==> config.mk <==
export PLATFORM = sky130hd
export DESIGN_NAME = interleave_sequencer
export DESIGN_NICKNAME = d
export VERILOG_FILES = /design/src/rtl/interleave_sequencer.sv
export SDC_FILE = /design/constraint.sdc
export NUM_CORES = 1
export LEC_CHECK = 0
export CORE_MARGIN = 2
export CORE_UTILIZATION = 52
export CTS_CLUSTER_SIZE = 28
export DETAILED_ROUTE_END_ITERATION = 12
export PLACE_DENSITY_LB_ADDON = 0.08
export SLEW_MARGIN = 40
export SYNTH_ARGS = -nofsm -noshare
export SYNTH_HDL_FRONTEND = slang
export SYNTH_SLANG_ARGS = --single-unit
==> constraint.sdc <==
create_clock -name clk -period 1.7 [get_ports clk]
set_input_delay 0.17 -clock clk [delete_from_list [all_inputs] [get_ports clk]]
set_output_delay 0.17 -clock clk [all_outputs]
set_load 0.1 [all_outputs]
==> src/rtl/interleave_sequencer.sv <==
// Ping-pong 4-byte block buffer that emits each block as 2-bit symbol
// interleaved bytes (or unchanged when the block is marked bypass).
module interleave_sequencer #(
    parameter logic [7:0] PAD_BYTE = 8'h00,
    parameter int         CNT_W    = 16
) (
    input  logic             clk,
    input  logic             rst_n,
    input  logic [7:0]       in_data,
    input  logic             in_valid,
    output logic             in_ready,
    input  logic             in_last,
    input  logic             cfg_bypass,
    output logic [7:0]       out_data,
    output logic             out_valid,
    input  logic             out_ready,
    output logic             out_last,
    output logic [CNT_W-1:0] blk_cnt
);

    logic [1:0][3:0][7:0] r_mem,      w_mem_nxt;
    logic [1:0]           r_full,     w_full_nxt;
    logic [1:0]           r_last,     w_last_nxt;
    logic [1:0]           r_byp,      w_byp_nxt;
    logic                 r_wr_bank,  w_wr_bank_nxt;
    logic [1:0]           r_wr_idx,   w_wr_idx_nxt;
    logic                 r_rd_bank,  w_rd_bank_nxt;
    logic [1:0]           r_rd_idx,   w_rd_idx_nxt;
    logic [CNT_W-1:0]     r_blk_cnt,  w_blk_cnt_nxt;

    logic                 w_in_xfer;
    logic                 w_out_xfer;
    logic [3:0][7:0]      w_rd_blk;
    logic [7:0]           w_ilv;

    assign w_in_xfer  = in_valid && !r_full[r_wr_bank];
    assign w_out_xfer = r_full[r_rd_bank] && out_ready;

    // State register
    always_ff @(posedge clk or negedge rst_n) begin
        if (!rst_n) begin
            r_mem     <= '0;
            r_full    <= '0;
            r_last    <= '0;
            r_byp     <= '0;
            r_wr_bank <= 1'b0;
            r_wr_idx  <= 2'd0;
            r_rd_bank <= 1'b0;
            r_rd_idx  <= 2'd0;
            r_blk_cnt <= '0;
        end else begin
            r_mem     <= w_mem_nxt;
            r_full    <= w_full_nxt;
            r_last    <= w_last_nxt;
            r_byp     <= w_byp_nxt;
            r_wr_bank <= w_wr_bank_nxt;
            r_wr_idx  <= w_wr_idx_nxt;
            r_rd_bank <= w_rd_bank_nxt;
            r_rd_idx  <= w_rd_idx_nxt;
            r_blk_cnt <= w_blk_cnt_nxt;
        end
    end

    // Next state. A write only targets an empty bank and a read only a full
    // one, so the fill and drain sides never touch the same bank in a cycle.
    always_comb begin
        w_mem_nxt     = r_mem;
        w_full_nxt    = r_full;
        w_last_nxt    = r_last;
        w_byp_nxt     = r_byp;
        w_wr_bank_nxt = r_wr_bank;
        w_wr_idx_nxt  = r_wr_idx;
        w_rd_bank_nxt = r_rd_bank;
        w_rd_idx_nxt  = r_rd_idx;
        w_blk_cnt_nxt = r_blk_cnt;

        if (w_in_xfer) begin
            w_mem_nxt[r_wr_bank][r_wr_idx] = in_data;
            if (r_wr_idx == 2'd0)
                w_byp_nxt[r_wr_bank] = cfg_bypass;
            if (r_wr_idx == 2'd3 || in_last) begin
                for (int s = 0; s < 4; s++)
                    if (2'(s) > r_wr_idx)
                        w_mem_nxt[r_wr_bank][2'(s)] = PAD_BYTE;
                w_last_nxt[r_wr_bank] = in_last;
                w_full_nxt[r_wr_bank] = 1'b1;
                w_wr_bank_nxt         = !r_wr_bank;
                w_wr_idx_nxt          = 2'd0;
            end else begin
                w_wr_idx_nxt = r_wr_idx + 2'd1;
            end
        end

        if (w_out_xfer) begin
            if (r_rd_idx == 2'd3) begin
                w_full_nxt[r_rd_bank] = 1'b0;
                w_rd_bank_nxt         = !r_rd_bank;
                w_rd_idx_nxt          = 2'd0;
                w_blk_cnt_nxt         = r_blk_cnt + CNT_W'(1);
            end else begin
                w_rd_idx_nxt = r_rd_idx + 2'd1;
            end
        end
    end

    // Outputs depend only on registered state.
    always_comb begin
        w_rd_blk = r_mem[r_rd_bank];
        w_ilv    = '0;
        for (int j = 0; j < 4; j++)
            w_ilv[2*j +: 2] = w_rd_blk[j][{r_rd_idx, 1'b0} +: 2];

        in_ready  = !r_full[r_wr_bank];
        out_valid = r_full[r_rd_bank];
        out_data  = 8'h00;
        if (r_full[r_rd_bank])
            out_data = r_byp[r_rd_bank] ? w_rd_blk[r_rd_idx] : w_ilv;
        out_last  = r_full[r_rd_bank] && (r_rd_idx == 2'd3) && r_last[r_rd_bank];
        blk_cnt   = r_blk_cnt;
    end

endmodule

; Yosys cells after proc, flatten, opt, wreduce, memory -nomap -nowiden
; Cells that the tools add are included.
[op_classes]
add_sub_neg = 3
n_lt_le_gt_ge = 11
n_eq_ne = 2
shifts = 4
muxes = 47
n_bitwise = 10
n_reduce_logical = 15
[op_table]
columns = op, n
row1 = $mux W64, 11
row2 = $and A64 B64 Y64, 4
row3 = $not A64 Y64, 3
row4 = $demux W32 S1, 4
row5 = $mux W32, 3
row6 = $bwmux W64, 1
row7 = $mux W8, 5
row8 = $shiftx A8 B4 Y2, 4
row9 = $add A16 B1 Y16 const B, 1
row10 = $bmux W8 S2, 1
row11 = $demux W8 S2, 1
row12 = $mux W16, 1
row13 = $mux W2, 6
row14 = $mux W1, 10
row15 = $logic_and A1 B1 Y1, 7
row16 = $lt A2 B3 Y1 const B, 2
row17 = $reduce_and A2 Y1, 3
row18 = $add A2 B1 Y2 const B, 2
row19 = $bwmux W2, 2
row20 = $eq A2 B2 Y1 const B, 2
row21 = $gt A1 B2 Y1 const A, 2
row22 = $gt A2 B2 Y1 const A, 2
row23 = $lt A1 B2 Y1 const B, 2
row24 = $logic_not A1 Y1, 3
row25 = other kinds (8), 10
[word_totals]
ff_bits = 92
inputBits = 14
elab_cells = 108

; Depth between registers and ports, before layout
[depth]
word_depth = 22
depth_mapped = 6
ltp_nobuf = 6

; Worst setup path before layout
; Ideal clock, no wire load.
[synth_timing]
kind = reg2out
from = register r_rd_bank
to = output port out_data[5]
arrival_ns = 5.677
required_ns = 1.530
slack_ns = -4.147
path_stages_with_launch = 6
n_path_buf = 1
path_cell_list = dfrtp_1 -> buf_4 -> inv_2 -> mux2i_1 -> nor3_1 -> a2111oi_0
[synth_via]
elab_chain_len = 6
elab_cells_between_ends = 11
[synth_lines]
columns = item, line_no
row1 = "start, declared", 27  ; logic r_rd_bank, w_rd_bank_nxt;
row2 = "start signal, assigned", 58  ; r_rd_bank <= w_rd_bank_nxt;
row3 = branches (longest 5 deep; another with $mux W32), -
row4 = $mux W8 *, 116  ; if (r_full[r_rd_bank])
row5 = "end, declared", 14  ; output logic [7:0] out_data,
; Mark *: on every way between the ends. The select of a mux whose other input is x is not followed.

; Final worst setup path
[layout_timing]
from = register r_rd_bank
to = output port out_data[7]
; The elaborated chain is that of the path after synthesis.

==> flow_metrics.py <==
metrics = {
    "clock_tree": {
        "insertion_delay_ps": 370,
        "clockRootBuffer": "clkbuf_8",
        "htreeDepth": 3,
        "path_clk_slew_ps": 100,
        "cts_buffers": 9,
        "cts.sinks": 92,
        "cts_buffer_depth": 2,
        "cts_tree": "yes",
    },
    "drt": {
        "avgRoutedWirePerCell_um": 21.3,
        "first_pass_iters": 4,
        "wirelength_um": 12900,
        "vias": 3672,
        "ant_nets": 0,
        "drt_iter0_markers": 278,
        "viasPerCell": 6.04,
        "route.detailed.drc": 0,
    },
    "grt": {
        "grt_max_degree": 38,
        "track_usage": 0.267,
        "grt_pass1_vias": 3760,
        "grt_pass1_wl_um": 20200,
        "gr-total-overflow": 0,
        "antenna_found_initial": 0,
    },
    "die": {
        "std_cell_rows": 34,
        "core_mm2": 0.00876,
        "die_h_um": 99.4,
        "fp.dieArea_mm2": 0.00989,
        "start_util": 0.541,
        "die-width_um": 99.4,
        "pin_count": 41,
    },
    "finish": {
        "drive_above_1_share": 0.512,
        "diodes": 0,
        "layout.nets": 515,
        "final_cells": 608,
        "area.growth.synth_to_final_pct": 43.4,
    },
    "worst_setup_path": {
        "cp.required_ps": 1530,
        "timing.critical_path.buf_inv": 4,
        "crit_fanout": 6,
        "critPathMaxStageDelay_ps": 460,
        "cpLargestDelayFamily": "buffers and inverters",
        "worst-setup-path-type": "reg -> out",
        "critPathLaunchType": "flip-flop",
        "critPathSlowestCell": "dfrtp_2",
        "cp.arrival_ps": 2100,
        "crit_chain": "buf_12 > buf_4 > buf_4 > mux2i_2 > nor3_2 > a211oi_4 > buf_12",
        "cp-end-kind": "output pin",
    },
    "synth": {
        "synth_cell_types": 45,
        "syn_inst": 387,
        "synthArstFlopShare": 1.00,
        "yosysWarnings": 0,
        "synth-seq-area-share": 0.486,
        "syn_area_mm2": 0.00474,
        "yosysTopAreaCellShare": 0.486,
        "synth.area.top_cells": "dfrtp_1 (49%), mux2_2 (13%), mux2i_1 (7.4%)",
        "synth_top_cell_by_area": "dfrtp_1",
        "syn-num-nets": 407,
        "ys_seq_elements": 92,
        "synth_edf_count": 0,
        "avgSynthCellArea_um2": 12.2,
        "synthFlopType": "dfrtp_1",
    },
    "placement": {
        "place_ws_ps": -240,
        "gp_congestion": 0.865,
        "dp_cells": 571,
        "port_buffers": 40,
        "place_hpwl_um": 8680,
    },
    "sta": {
        "relSlewSlack": 0.723,
        "fin_crit_ps": 2270,
        "clock_skew_ps": 10.4,
        "rsz0062_at_grt": "yes",
        "worstMarginPinSlew_ps": 414,
        "fmax_mhz": 440,
        "finalCritPeriodShare": 1.34,
        "hold_slack_ps": 260,
        "finalHoldViolCount": 0,
        "fin_ws_ps": -572,
        "finalSetupViolCount": 22,
        "tns_ps": -6330,
        "slew_violations": 0,
    },
    "job": {
        "drv_cap": 0,
    },
    "worst_hold_path": {
        "hp-class": "in -> async",
    },
    "run_status": {
        "violations": "negative setup slack",
        "outcome": "complete, but fails checks",
    },
    "pwr": {
        "p_leak_nw": 3.06,
        "max-vdd-ir-drop_mv": 2.89,
        "powerDensity_mw_per_mm2": 2210,
    },
}
==> worst reg2reg max path, delay by kind of cell, from the launching register on <==
family / cells / cell delay [ps]
and+or+nand+nor: 2 / 690
DFF: 1 / 460
buffers and inverters: 3 / 400
muxes: 1 / 210
xor gates and xnor gates: 1 / 170
==> cells by family (layout without fill, tap and decap cells) <==
kind of cell | after synthesis | count (layout) | synth area share
AOI/OAI and AO/OA | 53 | 53 | 0.0771
xor gates and xnor gates | 16 | 16 | 0.0296
adders and majority gates | 6 | 6 | 0.0158
buffers and inverters | 25 | 138 | 0.0256
DFF | 92 | 92 | 0.486
muxes | 108 | 108 | 0.270
and+or+nand+nor | 87 | 87 | 0.0961
==> metal layers <==
metal	wire length, µm	track usage	up-vias
li1	-	-	1634
met1	5550	0.368	1868
met2	6250	0.432	139
met3	811	0.0387	31
met4	325	0.102	0
met5	0	0	-
==> cells in the mapped netlist (2+ instances only) <==
cell	instances
nor3_1	5
a22o_1	17
nand4_1	6
nand2_2	2
o22ai_1	2
and3_1	9
nand2_1	37
nor2_1	11
mux4_2	8
clkbuf_1	6
nor4_1	2
buf_4	5
buf_2	7
inv_1	4
dfrtp_1	92
a21oi_1	11
mux2_1	11
ha_1	6
xor2_1	7
nor2_2	3
xnor2_1	9
o21ai_0	11
inv_2	3
a211oi_1	2
mux2i_1	35
a31oi_1	4
a2111oi_0	2
mux2_2	53
==> area by class of cell <==
| class | instances | area, µm² |
|---|---|---|
| repair buffers | 115 | 1390 |
| well taps | 108 | 135 |
| fillers | 528 | 1970 |
| flip-flops and latches | 92 | 2340 |
| clock inverters | 6 | 70.1 |
| clock buffers | 10 | 128 |
| multi-input cells | 270 | 2670 |
| inverters | 7 | 68.8 |
==> power by group <==
group          total, mW  internal (mW)  switching, mW  leakage [nW]
clock network       1.52          0.697          0.823         0.102
logic               9.65           4.53           5.12          1.78
registers           3.85           3.05          0.798          1.18
==> placed cells by master (no fill, tap or decap), types with 10 or more instances in the layout <==
cell type and count:
buf_4 54, dfrtp_2 10, clkdlybuf4s50_1 12, buf_6 11, nand2_1 32, mux2i_1 28, mux2_2 51, mux2_1 11
buf_12 34, a22o_1 17, dfrtp_1 76
==> per-stage QoR <==
stage | power (mW) | area, µm² | utilization
floorplan | 9.33 | 4980 | -
global placement | 12.0 | 6120 | 0.699
detailed placement | 12.2 | 6130 | 0.700
CTS | 14.4 | 6580 | 0.751
global route | 15.6 | 6790 | 0.775
finish | 15.0 | 6790 | 0.775
==> worst paths after layout <==
kind,startpoint,slack (ps),endpoint,cells past startpoint
max,r_rd_bank,-570,out_data[7],7
min,rst_n,260,r_mem[48],2
max reg2reg,r_rd_bank,-300,blk_cnt[10],7
min reg2reg,blk_cnt[15],480,blk_cnt[15],1
max in group asynchronous,rst_n,740,r_byp[1],3
min in group clk,cfg_bypass,460,r_byp[0],2
==> repair_timing <==
action / 4_1_cts / 5_1_grt
setup buffers: 9 / 13
setup endpoints to repair: 32 / 50
pin swaps: 14 / 14
hold endpoints to repair: 27 / 0
gates resized for setup: 49 / 32
hold buffers: 1 / 0
Power figures use the tool's default switching activity.
